### src/rtl/dmem_arbiter_if.sv
// rtl/dmem_arbiter_if.sv - requester ports and D_MEM port bundle for dmem_arbiter
interface dmem_arbiter_if #(
    parameter int AW = 32,
    parameter int DW = 32
) ();
    logic          p0_req;
    logic          p0_we;
    logic [AW-1:0] p0_addr;
    logic [DW-1:0] p0_wdata;
    logic          p0_ack;
    logic [DW-1:0] p0_rdata;

    logic          p1_req;
    logic          p1_we;
    logic [AW-1:0] p1_addr;
    logic [DW-1:0] p1_wdata;
    logic          p1_ack;
    logic [DW-1:0] p1_rdata;

    logic          mem_stall;
    logic [AW-1:0] mem_address;
    logic [DW-1:0] mem_write_data;
    logic          mem_memwrite;
    logic          mem_memread;
    logic [DW-1:0] mem_read_data;

    modport slave (
        input  p0_req, p0_we, p0_addr, p0_wdata,
        input  p1_req, p1_we, p1_addr, p1_wdata,
        input  mem_read_data,
        output p0_ack, p0_rdata, p1_ack, p1_rdata,
        output mem_stall, mem_address, mem_write_data, mem_memwrite, mem_memread
    );

    modport master (
        output p0_req, p0_we, p0_addr, p0_wdata,
        output p1_req, p1_we, p1_addr, p1_wdata,
        output mem_read_data,
        input  p0_ack, p0_rdata, p1_ack, p1_rdata,
        input  mem_stall, mem_address, mem_write_data, mem_memwrite, mem_memread
    );
endinterface

### src/rtl/dmem_arbiter.sv
// rtl/dmem_arbiter.sv - two-port D_MEM arbiter/sequencer (IDLE/ISSUE/DONE) with MEM-stage stall
// Optional DMEM_ARB_FIXED_PRI_EN: port 0 always wins ties; default is round-robin.
module dmem_arbiter #(
    parameter int AW = 32,
    parameter int DW = 32
) (
    input  logic          clk,
    input  logic          reset,
    dmem_arbiter_if.slave bus
);
    typedef enum logic [1:0] {IDLE, ISSUE, DONE} state_t;

    state_t        state;
    state_t        state_nxt;
    logic          sel;
    logic          any_req;
    logic          grant1;
    logic          win_we;
    logic [AW-1:0] win_addr;
    logic [DW-1:0] win_wdata;

    assign any_req       = bus.p0_req | bus.p1_req;
    assign bus.mem_stall = bus.p0_req & ~bus.p0_ack;

`ifdef DMEM_ARB_FIXED_PRI_EN
    assign grant1 = bus.p1_req & ~bus.p0_req;
`else
    logic last;

    // Port 1 wins a tie only when port 0 was served last.
    assign grant1 = bus.p1_req & (~bus.p0_req | ~last);

    always_ff @(posedge clk or negedge reset) begin
        if (!reset) begin
            last <= 1'b1;
        end else if (state == DONE) begin
            last <= sel;
        end
    end
`endif

    always_comb begin
        win_we    = bus.p0_we;
        win_addr  = bus.p0_addr;
        win_wdata = bus.p0_wdata;
        if (grant1) begin
            win_we    = bus.p1_we;
            win_addr  = bus.p1_addr;
            win_wdata = bus.p1_wdata;
        end
    end

    always_ff @(posedge clk or negedge reset) begin
        if (!reset) begin
            state <= IDLE;
        end else begin
            state <= state_nxt;
        end
    end

    always_comb begin
        state_nxt = state;
        case (state)
            IDLE:    if (any_req) state_nxt = ISSUE;
            ISSUE:   state_nxt = DONE;
            DONE:    state_nxt = IDLE;
            default: state_nxt = IDLE;
        endcase
    end

    always_ff @(posedge clk or negedge reset) begin
        if (!reset) begin
            sel                <= 1'b0;
            bus.mem_address    <= '0;
            bus.mem_write_data <= '0;
            bus.mem_memwrite   <= 1'b0;
            bus.mem_memread    <= 1'b0;
            bus.p0_ack         <= 1'b0;
            bus.p1_ack         <= 1'b0;
            bus.p0_rdata       <= '0;
            bus.p1_rdata       <= '0;
        end else begin
            case (state)
                IDLE: begin
                    if (any_req) begin
                        sel                <= grant1;
                        bus.mem_address    <= win_addr;
                        bus.mem_write_data <= win_wdata;
                        bus.mem_memwrite   <= win_we;
                        bus.mem_memread    <= ~win_we;
                    end
                end
                ISSUE: begin
                    // Write commits in D_MEM on this edge; read data is valid right now.
                    bus.mem_memwrite <= 1'b0;
                    bus.mem_memread  <= 1'b0;
                    if (sel) begin
                        bus.p1_ack <= 1'b1;
                        if (bus.mem_memread) bus.p1_rdata <= bus.mem_read_data;
                    end else begin
                        bus.p0_ack <= 1'b1;
                        if (bus.mem_memread) bus.p0_rdata <= bus.mem_read_data;
                    end
                end
                DONE: begin
                    bus.p0_ack <= 1'b0;
                    bus.p1_ack <= 1'b0;
                end
                default: ;
            endcase
        end
    end
endmodule

### src/flat_wrapper.sv
// flat-port wrapper written by rule: the top's interface ports become plain ports
module dmem_arbiter_flat 
#(
    parameter int AW = 32,
    parameter int DW = 32
)
  (clk, reset, bus_p0_req, bus_p0_we, bus_p0_addr, bus_p0_wdata, bus_p1_req, bus_p1_we, bus_p1_addr, bus_p1_wdata, bus_mem_read_data, bus_p0_ack, bus_p0_rdata, bus_p1_ack, bus_p1_rdata, bus_mem_stall, bus_mem_address, bus_mem_write_data, bus_mem_memwrite, bus_mem_memread);
  dmem_arbiter_if #(.AW(AW), .DW(DW)) bus_i ();
  input  logic clk;
  input  logic reset;
  input wire logic [$bits(bus_i.p0_req)-1:0] bus_p0_req;
  input wire logic [$bits(bus_i.p0_we)-1:0] bus_p0_we;
  input wire logic [$bits(bus_i.p0_addr)-1:0] bus_p0_addr;
  input wire logic [$bits(bus_i.p0_wdata)-1:0] bus_p0_wdata;
  input wire logic [$bits(bus_i.p1_req)-1:0] bus_p1_req;
  input wire logic [$bits(bus_i.p1_we)-1:0] bus_p1_we;
  input wire logic [$bits(bus_i.p1_addr)-1:0] bus_p1_addr;
  input wire logic [$bits(bus_i.p1_wdata)-1:0] bus_p1_wdata;
  input wire logic [$bits(bus_i.mem_read_data)-1:0] bus_mem_read_data;
  output wire logic [$bits(bus_i.p0_ack)-1:0] bus_p0_ack;
  output wire logic [$bits(bus_i.p0_rdata)-1:0] bus_p0_rdata;
  output wire logic [$bits(bus_i.p1_ack)-1:0] bus_p1_ack;
  output wire logic [$bits(bus_i.p1_rdata)-1:0] bus_p1_rdata;
  output wire logic [$bits(bus_i.mem_stall)-1:0] bus_mem_stall;
  output wire logic [$bits(bus_i.mem_address)-1:0] bus_mem_address;
  output wire logic [$bits(bus_i.mem_write_data)-1:0] bus_mem_write_data;
  output wire logic [$bits(bus_i.mem_memwrite)-1:0] bus_mem_memwrite;
  output wire logic [$bits(bus_i.mem_memread)-1:0] bus_mem_memread;
  assign bus_i.p0_req = bus_p0_req;
  assign bus_i.p0_we = bus_p0_we;
  assign bus_i.p0_addr = bus_p0_addr;
  assign bus_i.p0_wdata = bus_p0_wdata;
  assign bus_i.p1_req = bus_p1_req;
  assign bus_i.p1_we = bus_p1_we;
  assign bus_i.p1_addr = bus_p1_addr;
  assign bus_i.p1_wdata = bus_p1_wdata;
  assign bus_i.mem_read_data = bus_mem_read_data;
  assign bus_p0_ack = bus_i.p0_ack;
  assign bus_p0_rdata = bus_i.p0_rdata;
  assign bus_p1_ack = bus_i.p1_ack;
  assign bus_p1_rdata = bus_i.p1_rdata;
  assign bus_mem_stall = bus_i.mem_stall;
  assign bus_mem_address = bus_i.mem_address;
  assign bus_mem_write_data = bus_i.mem_write_data;
  assign bus_mem_memwrite = bus_i.mem_memwrite;
  assign bus_mem_memread = bus_i.mem_memread;
  dmem_arbiter #(.AW(AW), .DW(DW)) u_core (.clk(clk), .reset(reset), .bus(bus_i));
endmodule
### config.mk
export PLATFORM = sky130hd
export DESIGN_NAME = dmem_arbiter_flat
export DESIGN_NICKNAME = d
export VERILOG_FILES = /design/src/rtl/dmem_arbiter_if.sv /design/src/rtl/dmem_arbiter.sv /design/src/flat_wrapper.sv
export SDC_FILE = /design/constraint.sdc
export NUM_CORES = 1
export LEC_CHECK = 0
export BUFFER_PORTS_ARGS = -buffer_cell sky130_fd_sc_hd__buf_2
export CORE_ASPECT_RATIO = 0.75
export CORE_MARGIN = 2
export CORE_UTILIZATION = 25
export CTS_BUF_LIST = sky130_fd_sc_hd__clkbuf_16
export CTS_CLUSTER_SIZE = 25
export DETAILED_ROUTE_END_ITERATION = 16
export GPL_TIMING_DRIVEN = 0
export PLACE_DENSITY_LB_ADDON = 0.2
export SETUP_SLACK_MARGIN = 0.5
export SLEW_MARGIN = 0
export SYNTH_ARGS = -nofsm -noshare
export SYNTH_HDL_FRONTEND = slang
export SYNTH_SLANG_ARGS = --single-unit
### constraint.sdc
create_clock -name clk -period 4.55 [get_ports clk]
set_input_delay 0.6825 -clock clk [delete_from_list [all_inputs] [get_ports clk]]
set_output_delay 0.6825 -clock clk [all_outputs]
set_load 0.02 [all_outputs]
# [Yosys cells after proc, flatten, opt, wreduce, memory -nomap -nowiden]
# Index checks and enable logic that the tools add are counted.
[totals] ff_bits=136 latchBits=0 ramBits=0 rom_bits=0 inputBits=166 out_inout_bits=133 wordCells=47 mem_count=0
[op_classes] addsub=0 n_mul=0 n_div=0 n_lt_le_gt_ge=0 eq_ne=5 n_shift=0 mux=13 bitwise=9 n_reduce_logical=9
[ops] cell="2-to-1 mux 32 bit" n=2
[ops] cell="case mux 1 bit (2 select lines)" n=4
[ops] cell="AND reduction 2 bit" n=4
[ops] cell="AND reduction 3 bit" n=2
[ops] cell="2-to-1 mux 1 bit" n=5
[ops] cell="NOT 1 bit" n=5
[ops] cell="inequality test 2 x 1 -> 1 bit, second input constant" n=2
[ops] cell="case mux 2 bit (2 select lines)" n=1
[ops] cell="nonzero test 2 bit" n=2
[ops] cell="bitwise AND 1 bit" n=2
[ops] cell="== test 2 x 1 -> 1 bit, second input constant" n=1
[ops] cell="== test 2 bit, second input constant" n=1
[ops] cell="logical NOT 2 bit" n=1
[ops] cell="2-to-1 mux 2 bit" n=1
[ops] cell="inequality test 2 bit, second input constant" n=1
[ops] cell="bitwise OR 1 bit" n=2

# [Logic depth before layout (Yosys ltp)]
[depth] depth_word=7 depth_mapped=7 ltp_nobuf=4

# [Worst setup path after synthesis]
# No wires, ideal clock.
[synth_path] path_type="input to register" start="input port bus_p1_req" end="register u_core.bus.mem_address[10]" setup_time_ns=0.125 t_arrival_ns=1.721 required_time_ns=4.425 setup_slack_ns=2.704 cell_stages=5 cell_sequence="a21bo_2 -> buf_6 -> buf_6 -> mux2_4 -> mux2_4"
[synth_between] elab_chain_len=2 elab_cells_between_ends=4
[synth_rtl] item="start, declared" line_no="flat_wrapper.sv:15" source="input wire logic [$bits(bus_i.p1_req)-1:0] bus_p1_req;"
[synth_rtl] item="bitwise AND 1 bit or bitwise OR 1 bit (tied branches)" line_no="dmem_arbiter.sv:31, dmem_arbiter.sv:22"
[synth_rtl] item="2-to-1 mux 32 bit or AND reduction 2 bit (tied branches)"
[synth_rtl] item="end signal, assigned" line_no="dmem_arbiter.sv:87" source="bus.mem_address <= win_addr;"
[synth_rtl] item="end, declared" line_no="dmem_arbiter_if.sv:32" source="output mem_stall, mem_address, mem_write_data, mem_memwrite, mem_memread"
# Parallel ways exist; a longest one is shown, timed or not.
# A chain may end at the register's enable or synchronous reset.

# [Worst setup path in the final report]
[layout_path] start="register u_core.state[0]" end="register u_core.bus.mem_address[18]"
[layout_between] elab_chain_len=2
[layout_rtl] item="start, declared" line_no="dmem_arbiter.sv:13" source="state_t state;"
[layout_rtl] item="start signal, assigned" line_no="dmem_arbiter.sv:57" source="state <= state_nxt;"
[layout_rtl] item="logical NOT 2 bit" line_no="dmem_arbiter.sv:83" source="case (state)"
[layout_rtl] item="AND reduction 2 bit (no line)"
# Every way passes these cells.

==> metrics.txt <==
maximum vdd ir drop around 0.26 mV; startpoint of the worst setup timing path u_core.state[0]$_DFFE_PN0P_; I/O Pins around 300; post-synthesis to final-layout area growth 39.4%; count of nets left with antenna violations after detail routing 0; multi-input gate area in the final layout approximately 0.0027 sq mm; Worst R2R Start u_core.state[0]$_DFFE_PN0P_; clk sinks about 140; share of the yosys chip area belonging to registers 0.539; number of global-route vias before repair 4671; fraction of power consumed by the clock network 0.196; critical-path maximum fanout 10; endpoint type of the worst setup path flip-flop; Worst Tran Pin Value 550 ps; Setup Skew about 7.0 ps; most used standard cells in the synthesized netlist 135 x sky130_fd_sc_hd__dfrtp_1, 110 x sky130_fd_sc_hd__mux2_4, 83 x sky130_fd_sc_hd__mux2_2; r2r setup slk 2560 ps; clock network latency to the later pin of the worst-skew pair about 420 ps; Final Setup Violations 0; Register Area between 0.003 and 0.004 sq mm; Relative slew margins 0.631; Synth area leaders sky130_fd_sc_hd__dfrtp_1 54%, sky130_fd_sc_hd__mux2_4 26%, sky130_fd_sc_hd__mux2_2 15%; Synth Cell Area roughly 0.0063 sq mm; DRT iter0 DRCs approximately 110; Std-Cell Rows 50; Initial Util 0.254; fin. max-slew vios 0; # nets final 858; first-pass detailed-route iteration total 4; H-tree depth reported by CTS 4; Setup crit start kind flip-flop; layout cells sized above 1 0.777; number of distinct library cells after synthesis 23; total setup buffers inserted after CTS 0; period utilisation layout 0.437; Switching Share 0.376; detailed-route via count 4199; combinational share of power 0.471; area share of the leading cell type in the synthesized netlist 0.535; unrepaired setup endpoints after global routing no; HPWL after detailed placement about 12 mm; antenna diode count 0; # fillers ~2500; r2r endpoint u_core.bus.mem_address[18]$_DFFE_PN0P_; Sw Pwr 2.45 mW; internal power between 4 and 5 mW; Mapped Nets 540; clock slew at the register clock pins of the worst setup and hold paths about 60 ps; number of hold buffers added after cts 0; proportion of synthesized flip-flops having asynchronous set or reset 1.00; Root Buffer Master sky130_fd_sc_hd__clkbuf_16; global-route wire length before repair roughly 25 mm; arrival time worst endpoint 2290 ps; count of port buffers added during placement roughly 300; Chip Width around 190 um; predominant post-synthesis flop cell sky130_fd_sc_hd__dfrtp_1; register share of total power 0.333; start-to-end type of the worst setup path flip-flop to flip-flop; syn_area_per_cell between 15 and 20 sq um; average wire per standard cell about 15 um; post-synthesis register bit count between 100 and 150; clock buffers created by TritonCTS 17; hold violation count in the final report 0; total routing usage reported by global routing 0.121; pin count of the biggest net entering global routing between 80 and 90; post-detailed-routing wire length approximately 16 mm; leading cell type by number of instances after synthesis sky130_fd_sc_hd__dfrtp_1; Leak Pwr ~4.4 nW; Core Area 0.0249 sq mm; hold crit path type input pin to async pin; DRC errors left 0; overall die area between 0.02 and 0.03 sq mm; cell area power density between 700 and 800 mW/mm^2; Die Span Y 142 um; Crit path required time slightly below 5000 ps; cells resized by post-CTS repair 0; library cell occupying the most area in the post-synthesis netlist sky130_fd_sc_hd__dfrtp_1; total negative slack for setup checks 0 ps; GPL Wtd Cong just under 0.8; number of cells produced by synthesis between 300 and 400; utilization of the core after routing 0.353; f_max 503 MHz; yosys warns 0; Worst Reg-to-Reg Cells 5; Max Cap Viol 0; Remaining Overflow, GRT 0; initial antenna violation count 0; minimum clock period after layout 1990 ps; Max Root-Sink Buffers 2; status finished, final reports clean; average vias per placed instance slightly above 4; CTS tree done; Post-synth EDFFs 0
layout by cell type (no fill, tap or decap), types with 3 or more instances in the layout:
cell,netlist,routed
sky130_fd_sc_hd__buf_6,10,11
sky130_fd_sc_hd__dfrtp_1,135,135
sky130_fd_sc_hd__o21ai_0,3,3
sky130_fd_sc_hd__mux2_2,83,83
sky130_fd_sc_hd__nand2_1,3,3
sky130_fd_sc_hd__clkinv_2,0,6
sky130_fd_sc_hd__clkinvlp_4,0,3
sky130_fd_sc_hd__buf_2,8,305
sky130_fd_sc_hd__mux2_4,110,110
sky130_fd_sc_hd__clkbuf_16,0,17
sky130_fd_sc_hd__buf_4,4,4
sky130_fd_sc_hd__inv_1,2,3
worst max path at each step:
| stage | end | slack, ps | cells after the start |
|---|---|---|---|
| finish | u_core.bus.mem_address[18]$_DFFE_PN0P_ | 2560 | 5 |
| global route | u_core.bus.mem_address[18]$_DFFE_PN0P_ | 2340 | 5 |
| CTS | u_core.bus.mem_address[18]$_DFFE_PN0P_ | 2390 | 5 |
| global placement | u_core.bus.mem_write_data[21]$_DFFE_PN0P_ | 870 | 1 |
| floorplan | u_core.bus.mem_address[10]$_DFFE_PN0P_ | 2700 | 5 |
| detailed placement | u_core.bus.mem_address[18]$_DFFE_PN0P_ | 2110 | 6 |
power by group through the flow:
stage | Combinational, mW | Clock (mW) | Sequential [mW]
floorplan | 1.36 | 0 | 2.91
global placement | 3.08 | 0 | 2.16
detailed placement | 3.12 | 0 | 2.17
CTS | 3.12 | 1.32 | 2.17
global route | 3.26 | 1.38 | 2.25
finish | 3.06 | 1.27 | 2.17
kinds of logic after synthesis:
group,count (synthesis),share of synthesized area
AND/OR/NAND/NOR,10,0.00912
buffers and inverters,25,0.0307
multiplexers,195,0.413
flip-flops,136,0.539
AO/OA/AOI/OAI,8,0.00813
layout make-up:
| cell class | count | share of cell area |
|---|---|---|
| Buffer | 22 | 0.0208 |
| Clock buffer | 17 | 0.0484 |
| Clock inverter | 15 | 0.0127 |
| Inverter | 3 | 0.00128 |
| Multi-Input combinational cell | 213 | 0.309 |
| Sequential cell | 136 | 0.387 |
| Tap cell | 338 | 0.0481 |
| Timing Repair Buffer | 299 | 0.173 |
critical path: stages (launching register included):
cell and delay (ps):
sky130_fd_sc_hd__dfrtp_1 350, sky130_fd_sc_hd__buf_2 170, sky130_fd_sc_hd__nor3_2 480, sky130_fd_sc_hd__buf_4 310, sky130_fd_sc_hd__buf_6 210, sky130_fd_sc_hd__mux2_2 350
state kept, by name (all words and copies together) (netlist names):
signal and cells:
u_core.bus.mem_address 32, u_core.bus.mem_memread 1, u_core.bus.mem_memwrite 1, u_core.bus.mem_write_data 32, u_core.bus.p0_ack 1, u_core.bus.p0_rdata 32
u_core.bus.p1_ack 1, u_core.bus.p1_rdata 32, u_core.last 1, u_core.sel 1, u_core.state 2
layer usage:
| layer | track usage | up-vias | wire (um) |
|---|---|---|---|
| met5 | 0 | - | 0 |
| met2 | 0.194 | 149 | 7650 |
| met3 | 0.0371 | 14 | 901 |
| li1 | - | 1975 | - |
| met1 | 0.155 | 2061 | 7260 |
| met4 | 0.0460 | 0 | 204 |
per-stage QoR:
stage	power (mW)	setup slack, ps	cell area [sq um]	hold WS [ps]	cells
finish	6.50	2560	8800	192	1043
detailed placement	5.29	2110	8260	487	1011
global route	6.89	2340	8800	213	1043
global placement	5.24	866	8230	480	1010
CTS	6.62	2390	8800	192	1043
floorplan	4.26	2700	6310	387	374
Note: power is estimated with default switching activity, not from simulation.
